File: config.mk
export PLATFORM = sky130hd
export DESIGN_NAME = siren_tone_meter_flat
export DESIGN_NICKNAME = d
export VERILOG_FILES = /design/src/rtl/siren_tone_meter_if.sv /design/src/rtl/siren_tone_meter.sv /design/src/flat_wrapper.sv
export SDC_FILE = /design/constraint.sdc
export NUM_CORES = 1
export LEC_CHECK = 0
export ABC_AREA = 0
export CAP_MARGIN = 20
export CORE_UTILIZATION = 31
export DETAILED_ROUTE_END_ITERATION = 10
export DONT_BUFFER_PORTS = 1
export PLACE_DENSITY_LB_ADDON = 0.25
export SYNTH_ARGS = -nofsm -noshare
export SYNTH_HDL_FRONTEND = slang
export SYNTH_SLANG_ARGS = --single-unit
File: constraint.sdc
create_clock -name clk -period 2.65 [get_ports clk]
set_input_delay 0.795 -clock clk [delete_from_list [all_inputs] [get_ports clk]]
set_output_delay 0.795 -clock clk [all_outputs]
set_load 0.02 [all_outputs]
File: src/rtl/siren_tone_meter_if.sv
// siren_tone_meter_if: audio line into the meter, measured half-period and status out of it
interface siren_tone_meter_if #(
    parameter int CNT_W = 16
);
    logic             audio_in;
    logic [CNT_W-1:0] period;
    logic             period_valid;
    logic             silent;
    logic [1:0]       trend;

    modport master (input audio_in, output period, period_valid, silent, trend);
    modport slave  (output audio_in, input period, period_valid, silent, trend);
endinterface

File: src/rtl/siren_tone_meter.sv
// siren_tone_meter: half-period meter for a 1-bit square-wave line with silence and pitch-trend flags.
// Define TONE_DEGLITCH_EN to accept a level change only after DEGLITCH stable cycles.
module siren_tone_meter #(
    parameter int CNT_W    = 16,
    parameter int TIMEOUT  = 16'hFFFF,
    parameter int HYST     = 4,
    parameter int DEGLITCH = 3
) (
    input logic clk,
    input logic rst_n,
    siren_tone_meter_if.master bus
);
    localparam logic [CNT_W-1:0] CNT_MAX = '1;
    localparam logic [CNT_W-1:0] TO_LAST = CNT_W'(TIMEOUT - 1);
    localparam logic [CNT_W:0]   HYST_X  = (CNT_W + 1)'(HYST);

    typedef enum logic {IDLE, ARMED} state_t;

    state_t           state, state_next;
    logic             s1, s2, s3, level, edge_hit;
    logic             take, rearm, expire, first;
    logic [CNT_W-1:0] cnt;
    logic [CNT_W:0]   new_ext, old_ext;

    // two-flop synchroniser for the asynchronous audio line
    always_ff @(posedge clk) begin
        if (!rst_n) {s1, s2} <= 2'b00;
        else        {s1, s2} <= {bus.audio_in, s1};
    end

`ifdef TONE_DEGLITCH_EN
    localparam int DG_W = $clog2(DEGLITCH + 1);
    logic [DG_W-1:0] stab;
    logic            filt;
    // a new level on s2 must hold DEGLITCH consecutive cycles before it replaces the filtered level
    always_ff @(posedge clk) begin
        if (!rst_n) begin
            stab <= '0;
            filt <= 1'b0;
        end else if (s2 == filt) begin
            stab <= '0;
        end else if (stab == DG_W'(DEGLITCH - 1)) begin
            filt <= s2;
            stab <= '0;
        end else begin
            stab <= stab + 1'b1;
        end
    end
    assign level = filt;
`else
    assign level = s2;
`endif

    // previous accepted level; any difference is an edge of either polarity
    always_ff @(posedge clk) s3 <= !rst_n ? 1'b0 : level;
    assign edge_hit = level != s3;

    // state register
    always_ff @(posedge clk) state <= !rst_n ? IDLE : state_next;

    // next state: arm on any edge, disarm on timeout unless an edge arrives in the same cycle
    always_comb begin
        state_next = (state == IDLE) ? (edge_hit ? ARMED : IDLE) : (expire ? IDLE : ARMED);
    end

    // decode measurement, re-arm on a saturated count, and timeout
    always_comb begin
        take   = state == ARMED && edge_hit && cnt != CNT_MAX;
        rearm  = state == ARMED && edge_hit && cnt == CNT_MAX;
        expire = state == ARMED && !edge_hit && cnt == TO_LAST;
    end

    assign new_ext = {1'b0, cnt};
    assign old_ext = {1'b0, bus.period};

    // half-period counter, measurement register and status flags
    always_ff @(posedge clk) begin
        if (!rst_n) begin
            cnt              <= '0;
            first            <= 1'b1;
            bus.period       <= '0;
            bus.period_valid <= 1'b0;
            bus.silent       <= 1'b1;
            bus.trend        <= 2'b00;
        end else begin
            bus.period_valid <= take;
            if (edge_hit) cnt <= CNT_W'(1);
            else if (state == ARMED && cnt != CNT_MAX) cnt <= cnt + 1'b1;
            if (take) begin
                bus.period <= cnt;
                bus.silent <= 1'b0;
                first      <= 1'b0;
                bus.trend  <= first ? 2'b00 :
                              (new_ext + HYST_X < old_ext) ? 2'b01 :
                              (new_ext > old_ext + HYST_X) ? 2'b10 : 2'b00;
            end
            if (rearm) begin
                bus.silent <= 1'b1;
                first      <= 1'b1;
            end
            if (expire) begin
                bus.silent <= 1'b1;
                bus.trend  <= 2'b00;
                first      <= 1'b1;
            end
        end
    end
endmodule

File: src/flat_wrapper.sv
// flat-port wrapper written by rule: the top's interface ports become plain ports
module siren_tone_meter_flat 
#(
    parameter int CNT_W    = 16,
    parameter int TIMEOUT  = 16'hFFFF,
    parameter int HYST     = 4,
    parameter int DEGLITCH = 3
)
  (clk, rst_n, bus_audio_in, bus_period, bus_period_valid, bus_silent, bus_trend);
  siren_tone_meter_if #(.CNT_W(CNT_W)) bus_i ();
  input logic clk;
  input logic rst_n;
  input wire logic [$bits(bus_i.audio_in)-1:0] bus_audio_in;
  output wire logic [$bits(bus_i.period)-1:0] bus_period;
  output wire logic [$bits(bus_i.period_valid)-1:0] bus_period_valid;
  output wire logic [$bits(bus_i.silent)-1:0] bus_silent;
  output wire logic [$bits(bus_i.trend)-1:0] bus_trend;
  assign bus_i.audio_in = bus_audio_in;
  assign bus_period = bus_i.period;
  assign bus_period_valid = bus_i.period_valid;
  assign bus_silent = bus_i.silent;
  assign bus_trend = bus_i.trend;
  siren_tone_meter #(.CNT_W(CNT_W), .TIMEOUT(TIMEOUT), .HYST(HYST), .DEGLITCH(DEGLITCH)) u_core (.clk(clk), .rst_n(rst_n), .bus(bus_i));
endmodule
==> impl_metrics.tcl, run 1 <==
set metrics [dict create \
    min_delay_worst_endpoint "u_core.level$_SDFF_PN0_" \
    hold_depth 1 \
    clock_pin_transition_on_the_worst_setup_and_hold_timing_paths_ps 90 \
    sw_frac_of_total_pct 24.19 \
    critical_path_source_type "flop" \
    timing.critical_path.to_type "flop" \
    post_route_ant_nets 0 \
    cp_slowest_stage_delay_ps 400 \
    worstPathMaxFanout 5 \
    cts-buffers-inserted 5 \
    numPortBuffers 0 \
    vias_in_the_first_global_route 2374 \
    syn2layout_area_growth_pct 16.05 \
    vias 2321 \
    synth_compound_gate_area_share_pct 12.55 \
    powerDensity_mw_per_mm2 345.7 \
    leakage_nw 1.254 \
    final_hold_viol_count 0 \
    post_drt_via_cell_ratio 4.959 \
    power.switching_mw 0.2671 \
    synthesis.yosys.warnings 0 \
    cp_slowest_cell "sky130_fd_sc_hd__or4_1" \
    finalMaxSlewViolations 0 \
    cell_internal_pwr_mw 0.8368 \
    drt_first_iter_violations 64 \
    slew-limit-headroom_pct 57.32 \
    post_drt_wl_per_cell_um 14.90 \
    cts.sink_count 40 \
    global_route_wire_length_before_repair_um 11610 \
    netlist.top_cell.by_area "sky130_fd_sc_hd__dfxtp_1" \
    cts_tree "built" \
    hold_buffers 0 \
    post-synth-top-area-fraction_pct 29.10 \
    num-fill-cells 936 \
    outcome "complete, no violations" \
    worst_skew_late_latency_ps 310 \
    clock_tree.buffer_depth 2 \
    setup_violations 0 \
    data_arrival_critical_path_ps 2720 \
    rsz0062_at_grt "false" \
    ff2ff_path_depth 10 \
    synthesis.instances 334 \
    pre_cts_slack_ps 47.86 \
    finalWirelength_um 6973 \
    achievable-frequency_mhz 403.3 \
    worstMarginPinSlew_ps 638.5 \
    layout.cells.most_common "sky130_fd_sc_hd__nand2_1" \
    floorplan.rows 34 \
    crit_path_frequent_cell "sky130_fd_sc_hd__ha_1" \
    syn-cell-area_mm2 0.002751 \
    synth-seq-area-share_pct 29.10 \
    synth_cell_type_count 39 \
    synth_top_family_by_area "simple AND/OR/NAND/NOR gates" \
    drive_above_1_share_pct 15.83 \
    power.sequential.fraction_pct 55.8 \
    period_minus_slack_ps 2480 \
    final-seq-area_um2 805.8 \
    floorplan.die.width_um 96.21 \
    min_path_type "flop to flop" \
    tns_ps 0 \
    timing.final.ws_setup_ps 170.4 \
    die_area_mm2 0.009256 \
    required_ps 2890 \
    synth.net_count 371 \
    worstPathBufferInverterCount 0 \
    overflow 0 \
    floorplan.core_area_mm2 0.008636 \
    clkPwrFrac_pct 40.3 \
    vdd.ir_drop.worst_v 0.0001714 \
    multi_input_comb_area_mm2 0.001866 \
    drtPass1Iterations 4 \
    critical_path.reg2reg.endpoint "u_core.bus.trend[0]$_SDFFE_PP0P_" \
    power.total_mw 1.104 \
    crit_chain "ha_1, and4_4, nand3_4, xnor2_1, ha_1, a21oi_1, o21ai_0, o31a_1, or4_1, a21boi_1" \
    dpl.cell_count 459 \
    muxShareOfSynthArea_pct 0 \
    grt_use_total_pct 16.48 \
    grt_antenna_before_repair 0 \
    reg2reg_slack_ps 170 \
    synth_fa_ha_area_share_pct 15.46 \
    timing.setup.critical_path_class "flop to flop" \
    post_synth.cell_area_avg_um2 8.238 \
    timing.rr.start "u_core.cnt[2]$_SDFFE_PP0P_" \
    synthXorXnorAreaFrac_pct 13.05 \
    fin_cells 468 \
    remaining_drc_errors 0 \
    synth_simple_gate_area_share_pct 24.78 \
    nets 396 \
    clock_skew_ps 12.85 \
    finalCritPeriodShare_pct 93.57 \
    htreeDepth 2 \
    logic_pwr_share_pct 3.9 \
    ios 23 \
    yosys_register_bits 40 \
    largest_net_degree_at_the_start_of_global_routing 25 \
    die_height_um 96.21 \
    antenna-diode-count 0 \
    post_synth_main_area_contributors "sky130_fd_sc_hd__dfxtp_1 (29%), sky130_fd_sc_hd__ha_1 (15%), sky130_fd_sc_hd__xnor2_1 (9.5%)" \
    clock_tree.root_cell "sky130_fd_sc_hd__clkbuf_8" \
    layout.cells.most_common_list "sky130_fd_sc_hd__nand2_1 (51), sky130_fd_sc_hd__dfxtp_1 (38), sky130_fd_sc_hd__ha_1 (33), sky130_fd_sc_hd__xnor2_1 (30), sky130_fd_sc_hd__buf_4 (30)" \
    path_delay_family "simple AND/OR/NAND/NOR gates" \
    worstHoldStart "u_core.s1$_SDFF_PN0_" \
    cap_viol_max_count 0 \
    hpwl_um 5359 \
    floorplan.initialDensity_pct 31.86 \
    gpl.final_weighted_congestion 0.8187 \
]
[flip-flops by register name, indices dropped and copies added (netlist names)]
signal and count:
u_core.cnt 16, u_core.bus.silent 1, u_core.bus.trend 2, u_core.level 1, u_core.state 1, u_core.s1 1, u_core.bus.period 16, u_core.s3 1
u_core.bus.period_valid 1
[logic make-up after synthesis]
kind of cell,after synthesis
buf+inv,30
xor+xnor,41
fa+ha+maj,34
flops,40
compound gates,51
simple gates,138
[power by group through the flow]
stage	Clock, mW	Combinational (mW)	Sequential [mW]
floorplan	0	0.0384	0.629
global placement	0	0.0436	0.631
detailed placement	0	0.0439	0.631
CTS	0.454	0.0441	0.617
global route	0.478	0.0483	0.618
finish	0.445	0.0432	0.616
[layer usage]
metal  track usage, %  part of all wire, %
met5                0                    0
met4            4.851                  2.1
met3            2.844                  2.5
met2            28.72                   47
met1            20.58                   48
[cell usage after synthesis]
library cell,instances
sky130_fd_sc_hd__nand2_1,51
sky130_fd_sc_hd__dfxtp_1,40
sky130_fd_sc_hd__ha_1,34
sky130_fd_sc_hd__xnor2_1,30
sky130_fd_sc_hd__nor2_1,27
sky130_fd_sc_hd__nand3_1,19
sky130_fd_sc_hd__inv_1,18
sky130_fd_sc_hd__a21boi_1,17
sky130_fd_sc_hd__a21oi_1,11
sky130_fd_sc_hd__xor2_1,11
sky130_fd_sc_hd__nand4_1,10
sky130_fd_sc_hd__a21o_1,6
sky130_fd_sc_hd__and3_1,6
sky130_fd_sc_hd__buf_2,6
sky130_fd_sc_hd__nor3_1,6
sky130_fd_sc_hd__o21ai_0,5
sky130_fd_sc_hd__a211oi_1,4
sky130_fd_sc_hd__and2_1,4
sky130_fd_sc_hd__and4_1,3
sky130_fd_sc_hd__clkbuf_1,3
sky130_fd_sc_hd__a21boi_0,2
sky130_fd_sc_hd__buf_6,2
sky130_fd_sc_hd__nor2b_1,2
sky130_fd_sc_hd__nor4_1,2
sky130_fd_sc_hd__a31oi_1,1
sky130_fd_sc_hd__and4_4,1
sky130_fd_sc_hd__and4bb_4,1
sky130_fd_sc_hd__buf_4,1
sky130_fd_sc_hd__nand2_4,1
sky130_fd_sc_hd__nand2b_1,1
sky130_fd_sc_hd__nor2b_4,1
sky130_fd_sc_hd__nor4b_2,1
sky130_fd_sc_hd__o2111ai_1,1
sky130_fd_sc_hd__o21ai_1,1
sky130_fd_sc_hd__o31a_1,1
sky130_fd_sc_hd__o31ai_1,1
sky130_fd_sc_hd__o41a_1,1
sky130_fd_sc_hd__or3_1,1
sky130_fd_sc_hd__or4_1,1
[through the flow]
stage               utilization, %  hold WS (ps)  area (um2)
finish                       36.97         440.6        3193
detailed placement           35.12         423.2        3033
global route                 36.97         481.6        3193
global placement             35.12         415.8        3033
floorplan                        -         411.9        2751
CTS                          36.21         443.2        3127
[cell type report]
class                      count  share of cell area [%]
clock buffer                   7                   2.704
sequential                    40                   25.24
multi-input combinational    264                   58.42
tap                          108                   4.232
timing repair buffer          30                   7.053
clock inverter                 1                  0.2351
inverter                      18                   2.116
[timing repair]
action                                  CTS  global route
setup buffers                             0             1
gates resized for setup                   0            19
endpoints found under the setup margin    0             2
[worst max path at each step]
| stage | start | to | slack [ps] | depth (start not counted) |
|---|---|---|---|---|
| after CTS | u_core.cnt[2]$_SDFFE_PP0P_ | u_core.bus.trend[0]$_SDFFE_PP0P_ | 10 | 11 |
| after floorplan | u_core.bus.period[2]$_SDFFE_PN0P_ | u_core.bus.trend[1]$_SDFFE_PP0P_ | 60 | 12 |
| after detailed placement | u_core.cnt[2]$_SDFFE_PP0P_ | u_core.bus.trend[0]$_SDFFE_PP0P_ | 50 | 11 |
| after global routing | u_core.cnt[9]$_SDFFE_PP0P_ | u_core.bus.trend[0]$_SDFFE_PP0P_ | 0.9 | 10 |
| after global placement | u_core.cnt[2]$_SDFFE_PP0P_ | u_core.bus.trend[0]$_SDFFE_PP0P_ | 120 | 11 |
| final | u_core.cnt[2]$_SDFFE_PP0P_ | u_core.bus.trend[0]$_SDFFE_PP0P_ | 170 | 10 |
Note: power is estimated with default switching activity, not from simulation.
==> run 2: changes to the inputs <==
--- a/config.mk
+++ b/config.mk
@@ -7,7 +7,7 @@
 export LEC_CHECK = 0
 export ABC_AREA = 0
 export CAP_MARGIN = 20
-export CORE_UTILIZATION = 31
+export CORE_UTILIZATION = 35
 export DETAILED_ROUTE_END_ITERATION = 10
 export DONT_BUFFER_PORTS = 1
 export PLACE_DENSITY_LB_ADDON = 0.25
==> run 2 against run 1 <==
  * Non-clock buffer count grew 1
  * Clock skew up 3.8 ps
  * Global-route usage rose by 1.8 points
  * Maximum frequency fell by 1.1%
  * Sequential cell count is the same
  * Design area decreased by 0.74%
  * Total power is 0.10% lower
  * Largest cell class unchanged
  * Highest routed layer unchanged
==> impl_metrics.tcl, run 2 (synthesis gave the netlist of run 1 again) <==
set metrics [dict create \
    final_hold_viol_count 0 \
    worstPathMaxFanout 3 \
    rsz0062_at_grt "true" \
    groute.layer.met3.usage_pct 4.545 \
    reg2reg_slack_ps 140 \
    gpl.final_weighted_congestion 0.9296 \
    vias_in_the_first_global_route 2346 \
    numPortBuffers 0 \
    vias 2367 \
    floorplan.initialDensity_pct 37.14 \
    timing.critical_path.to_type "flop" \
    grt_antenna_before_repair 0 \
    power.total_mw 1.103 \
    cts.sink_count 40 \
    layout.cells.most_common_list "sky130_fd_sc_hd__nand2_1 (51), sky130_fd_sc_hd__dfxtp_1 (37), sky130_fd_sc_hd__ha_1 (32), sky130_fd_sc_hd__buf_4 (31), sky130_fd_sc_hd__xnor2_1 (30)" \
    power.sequential.fraction_pct 55.8 \
    clock_skew_ps 16.69 \
    floorplan.die.width_um 90.66 \
    required_ps 2830 \
    sw_frac_of_total_pct 24.10 \
    final-seq-area_um2 807.0 \
    grt.busiest_layer "met2" \
    hold_depth 1 \
    period_minus_slack_ps 2507 \
    power.switching_mw 0.2658 \
    outcome "complete, no violations" \
    setup_violations 0 \
    syn2layout_area_growth_pct 15.19 \
    die_height_um 90.66 \
    fin_cells 460 \
    die_area_mm2 0.008219 \
    timing.setup.critical_path_class "flop to flop" \
    cts-buffers-inserted 5 \
    post_drt_wl_per_cell_um 15.24 \
    tns_ps 0 \
    logic_pwr_share_pct 3.9 \
    min_path_type "flop to flop" \
    worst_skew_late_latency_ps 310 \
    global_route_wire_length_before_repair_um 11850 \
    hpwl_um 5338 \
    clkPwrFrac_pct 40.2 \
    grt_use_total_pct 18.30 \
    worstMarginPinSlew_ps 600.1 \
    clock_tree.root_cell "sky130_fd_sc_hd__clkbuf_8" \
    post_drt_via_cell_ratio 5.146 \
    overflow 0 \
    leakage_nw 1.255 \
    worstHoldStart "u_core.s1$_SDFF_PN0_" \
    cell_internal_pwr_mw 0.8369 \
    gr-usage-met1_pct 24.06 \
    largest_registers "u_core.bus.period x16, u_core.cnt x16, u_core.bus.trend x2" \
    vdd.ir_drop.worst_v 0.0001855 \
    ios 23 \
    largest_net_degree_at_the_start_of_global_routing 25 \
    clock_tree.buffer_depth 2 \
    multi_input_comb_area_mm2 0.001844 \
    finalWirelength_um 7012 \
    dpl.cell_count 451 \
    post_route_ant_nets 0 \
    achievable-frequency_mhz 398.9 \
    critical_path_source_type "flop" \
    crit_chain "ha_2, nand3_1, nor3_2, buf_4, nand3_1, xnor2_1, ha_1, a21o_1, a21o_1, a21oi_1, o21ai_0, a21oi_1, o31ai_1" \
    critical_path.reg2reg.endpoint "u_core.bus.trend[1]$_SDFFE_PP0P_" \
    finalMaxSlewViolations 0 \
    htreeDepth 2 \
    cp_slowest_stage_delay_ps 340 \
    data_arrival_critical_path_ps 2690 \
    hold_buffers 0 \
    slew-limit-headroom_pct 59.90 \
    powerDensity_mw_per_mm2 347.9 \
    finalCritPeriodShare_pct 94.61 \
    floorplan.rows 31 \
    timing.rr.start "u_core.bus.period[3]$_SDFFE_PN0P_" \
    cp_slowest_cell "sky130_fd_sc_hd__dfxtp_1" \
    layout.cells.most_common "sky130_fd_sc_hd__nand2_1" \
    drt_first_iter_violations 103 \
    met2_track_demand_over_resource_pct 29.17 \
    ff2ff_path_depth 13 \
    cts_tree "built" \
    remaining_drc_errors 0 \
    floorplan.core_area_mm2 0.007408 \
    drtPass1Iterations 4 \
    clock_pin_transition_on_the_worst_setup_and_hold_timing_paths_ps 90 \
    drive_above_1_share_pct 14.96 \
    min_delay_worst_endpoint "u_core.level$_SDFF_PN0_" \
    antenna-diode-count 0 \
    cap_viol_max_count 0 \
    num-fill-cells 756 \
    nets 397 \
]
## run 2: through the flow
| step | instance area [um2] | utilization (%) | hold WS [ps] | worst slack [ps] |
|---|---|---|---|---|
| after CTS | 3123 | 42.16 | 439.0 | 26.33 |
| after floorplan | 2751 | - | 411.9 | 59.13 |
| after global placement | 3029 | 40.89 | 413.3 | 102.1 |
| after global routing | 3169 | 42.78 | 462.0 | -9.521 |
| final | 3169 | 42.78 | 434.1 | 142.9 |
| after detailed placement | 3029 | 40.89 | 419.6 | 32.44 |
## run 2: area by class of cell
cell class	instances	share of cell area (%)
Inverter	18	2.132
Tap cell	99	3.908
Clock inverter	1	0.2369
Timing Repair Buffer	31	7.343
Multi-Input combinational cell	264	58.19
Clock buffer	7	2.724
Sequential cell	40	25.46
## run 2: worst max-delay path by stage
stage / start / endpoint / slack [ps]
after floorplan: u_core.bus.period[2]$_SDFFE_PN0P_ / u_core.bus.trend[1]$_SDFFE_PP0P_ / 60
after detailed placement: u_core.cnt[3]$_SDFFE_PP0P_ / u_core.bus.trend[0]$_SDFFE_PP0P_ / 30
after global placement: u_core.cnt[2]$_SDFFE_PP0P_ / u_core.bus.trend[0]$_SDFFE_PP0P_ / 100
final: u_core.bus.period[3]$_SDFFE_PN0P_ / u_core.bus.trend[1]$_SDFFE_PP0P_ / 140
after CTS: u_core.cnt[3]$_SDFFE_PP0P_ / u_core.bus.trend[0]$_SDFFE_PP0P_ / 30
after global routing: u_core.cnt[2]$_SDFFE_PP0P_ / u_core.bus.trend[0]$_SDFFE_PP0P_ / -10
## run 2: metal layers
metal	part of all wire [%]	wire, um
met5	0	0
met4	1.8	125
met3	4.2	292
met2	45	3141
met1	49	3452
## run 2: power groups by stage
stage                     Sequential [mW]  Clock, mW  Combinational, mW
after CTS                           0.617      0.462             0.0439
after floorplan                     0.629          0             0.0384
after detailed placement            0.631          0             0.0437
final                               0.616      0.444             0.0432
after global routing                0.617      0.491             0.0489
after global placement              0.631          0             0.0429
## run 2: timing repair
item | 4_1_cts | 5_1_grt
resized for setup | 0 | 12
hold endpoints to repair | 0 | 0
buffers inserted | 0 | 1
endpoints found under the setup margin | 0 | 2
## run 2: worst max-delay path: cells and delay by family (launching register included)
kind / cells / cell delay [ps]
AOI/OAI and AO/OA: 6 / 860
adders and majority gates: 2 / 470
and+or+nand+nor: 3 / 360
DFF: 1 / 340
xor gates and xnor gates: 1 / 200
buffers and inverters: 1 / 150
==> run 3: changes to the inputs <==
--- a/config.mk
+++ b/config.mk
@@ -7,7 +7,7 @@
 export LEC_CHECK = 0
 export ABC_AREA = 0
 export CAP_MARGIN = 20
-export CORE_UTILIZATION = 35
+export CORE_UTILIZATION = 45
 export DETAILED_ROUTE_END_ITERATION = 10
 export DONT_BUFFER_PORTS = 1
 export PLACE_DENSITY_LB_ADDON = 0.25
==> run 3 against run 2 <==
  * Design area fell by 1.9%
  * Register-to-register slack got worse by 20 ps
  * Core utilization rose by 9.7 points
  * Final cell count fell by 5.9%
  * Global-route usage rose by 4.6 points
  * First-iteration DRC count rose by 56%
  * Critical path depth fell by 3
  * Critical endpoint is now u_core.bus.trend[0]$_SDFFE_PP0P_
  * Largest power group unchanged
==> impl_metrics.tcl, run 3 (synthesis gave the netlist of run 1 again) <==
set metrics [dict create \
    finalCritPeriodShare_pct 95.43 \
    gpl.final_weighted_congestion 0.8796 \
    fin_cells 433 \
    cts_tree "built" \
    final_hold_viol_count 0 \
    power.total_mw 1.096 \
    rsz0062_at_grt "false" \
    cts.sink_count 40 \
    overflow 0 \
    drive_above_1_share_pct 14.25 \
    hold_buffers 0 \
    nets 394 \
    syn2layout_area_growth_pct 12.96 \
    floorplan.rows 28 \
    critical_path_source_type "flop" \
    global_route_wire_length_before_repair_um 10930 \
    clock_tree.root_cell "sky130_fd_sc_hd__clkbuf_8" \
    slew-limit-headroom_pct 61.34 \
    die_height_um 80.20 \
    detail_route.wirelength.met1_um 3231 \
    dpl.cell_count 425 \
    vias 2338 \
    data_arrival_critical_path_ps 2780 \
    final-seq-area_um2 803.3 \
    multi_input_comb_area_mm2 0.001841 \
    finalMaxSlewViolations 0 \
    remaining_drc_errors 0 \
    cap_viol_max_count 0 \
    vias_in_the_first_global_route 2185 \
    largest_registers "u_core.bus.period x16, u_core.cnt x16, u_core.bus.trend x2" \
    hold_slack_ps 441.5 \
    htreeDepth 2 \
    largest_net_degree_at_the_start_of_global_routing 25 \
    post_drt_via_cell_ratio 5.400 \
    final_core_utilization_pct 52.49 \
    timing.critical_path.to_type "flop" \
    post_cts_resized 0 \
    grt_use_total_pct 22.86 \
    hpwl_um 5054 \
    clock_pin_transition_on_the_worst_setup_and_hold_timing_paths_ps 90 \
    worstMarginPinSlew_ps 578.5 \
    finalWirelength_um 6695 \
    post_dp_cell_area_mm2 0.002984 \
    numPortBuffers 0 \
    required_ps 2900 \
    powerDensity_mw_per_mm2 352.7 \
    post_route_ant_nets 0 \
    worstPathMaxFanout 4 \
    layout.cells.most_common "sky130_fd_sc_hd__nand2_1" \
    timing.final.ws_setup_ps 121.1 \
    met2WireLength_um 3101 \
    vdd.ir_drop.worst_v 0.0002436 \
    grt_antenna_before_repair 0 \
    drt_first_iter_violations 161 \
    cts-buffers-inserted 5 \
    met3WireLength_um 290 \
    ios 23 \
    post-cts-setup-buffers 0 \
    drtPass1Iterations 4 \
    die_area_mm2 0.006431 \
    design_area_mm2 0.003108 \
    min_path_type "flop to flop" \
    layout.cells.most_common_list "sky130_fd_sc_hd__nand2_1 (51), sky130_fd_sc_hd__dfxtp_1 (38), sky130_fd_sc_hd__ha_1 (33), sky130_fd_sc_hd__xnor2_1 (30), sky130_fd_sc_hd__buf_4 (28)" \
    timing.setup.critical_path_class "flop to flop" \
    pre_cts_slack_ps 62.50 \
    tns_ps 0 \
    outcome "complete, no violations" \
    achievable-frequency_mhz 395.4 \
    setup_violations 0 \
    worst_skew_late_latency_ps 310 \
    floorplan.core_area_mm2 0.005921 \
    route.top_layer_used "met4" \
    floorplan.initialDensity_pct 46.47 \
    clock_skew_ps 7.519 \
    leakage_nw 1.236 \
    num-fill-cells 570 \
    clock_tree.buffer_depth 2 \
    post_drt_wl_per_cell_um 15.46 \
    antenna-diode-count 0 \
    floorplan.die.width_um 80.20 \
    period_minus_slack_ps 2529 \
]
-- run 3: cell types whose count changed in the layout (fill, tap and decap cells not counted), sizes merged --
cell | previous run | this run
buf | 31 | 28
clkbuf | 7 | 5
clkinv | 0 | 1
clkinvlp | 1 | 2
-- run 3: metal layers --
| metal | vias to the layer above | global-route usage [%] |
|---|---|---|
| met5 | - | 0 |
| met4 | 0 | 6.250 |
| met3 | 6 | 5.568 |
| met2 | 36 | 36.24 |
| met1 | 1105 | 30.70 |
| li1 | 1191 | - |
-- run 3: final timing paths --
| kind | from | end | slack (ps) | cells after the start |
|---|---|---|---|---|
| worst max-delay path | u_core.cnt[2]$_SDFFE_PP0P_ | u_core.bus.trend[0]$_SDFFE_PP0P_ | 120 | 10 |
| worst min-delay path | u_core.s1$_SDFF_PN0_ | u_core.level$_SDFF_PN0_ | 440 | 1 |
| worst max register to register | u_core.cnt[2]$_SDFFE_PP0P_ | u_core.bus.trend[0]$_SDFFE_PP0P_ | 120 | 10 |
| worst min register to register | u_core.s1$_SDFF_PN0_ | u_core.level$_SDFF_PN0_ | 440 | 1 |
-- run 3: worst max-delay path: stages, from the launching register on --
cell and delay [ps]:
sky130_fd_sc_hd__dfxtp_2 370, sky130_fd_sc_hd__ha_2 180, sky130_fd_sc_hd__and4_4 240, sky130_fd_sc_hd__nand3_2 130, sky130_fd_sc_hd__xnor2_1 170, sky130_fd_sc_hd__ha_1 310, sky130_fd_sc_hd__a21oi_1 160, sky130_fd_sc_hd__o21ai_0 100
sky130_fd_sc_hd__o31a_1 300, sky130_fd_sc_hd__or4_1 400, sky130_fd_sc_hd__a21boi_1 130
-- run 3: report_power, final --
part,total (mW),internal [mW],switching [mW]
Sequential,0.617,0.607,0.00942
Clock,0.436,0.187,0.249
Combinational,0.0432,0.0185,0.0247
Total,1.10,0.813,0.284
-- run 3: cell type report --
| type | count | area share [%] |
|---|---|---|
| multi-input combinational | 264 | 59.22 |
| sequential | 40 | 25.85 |
| clock buffer | 5 | 2.214 |
| inverter | 18 | 2.174 |
| clock inverter | 3 | 0.7649 |
| tap | 75 | 3.019 |
| timing repair buffer | 28 | 6.763 |
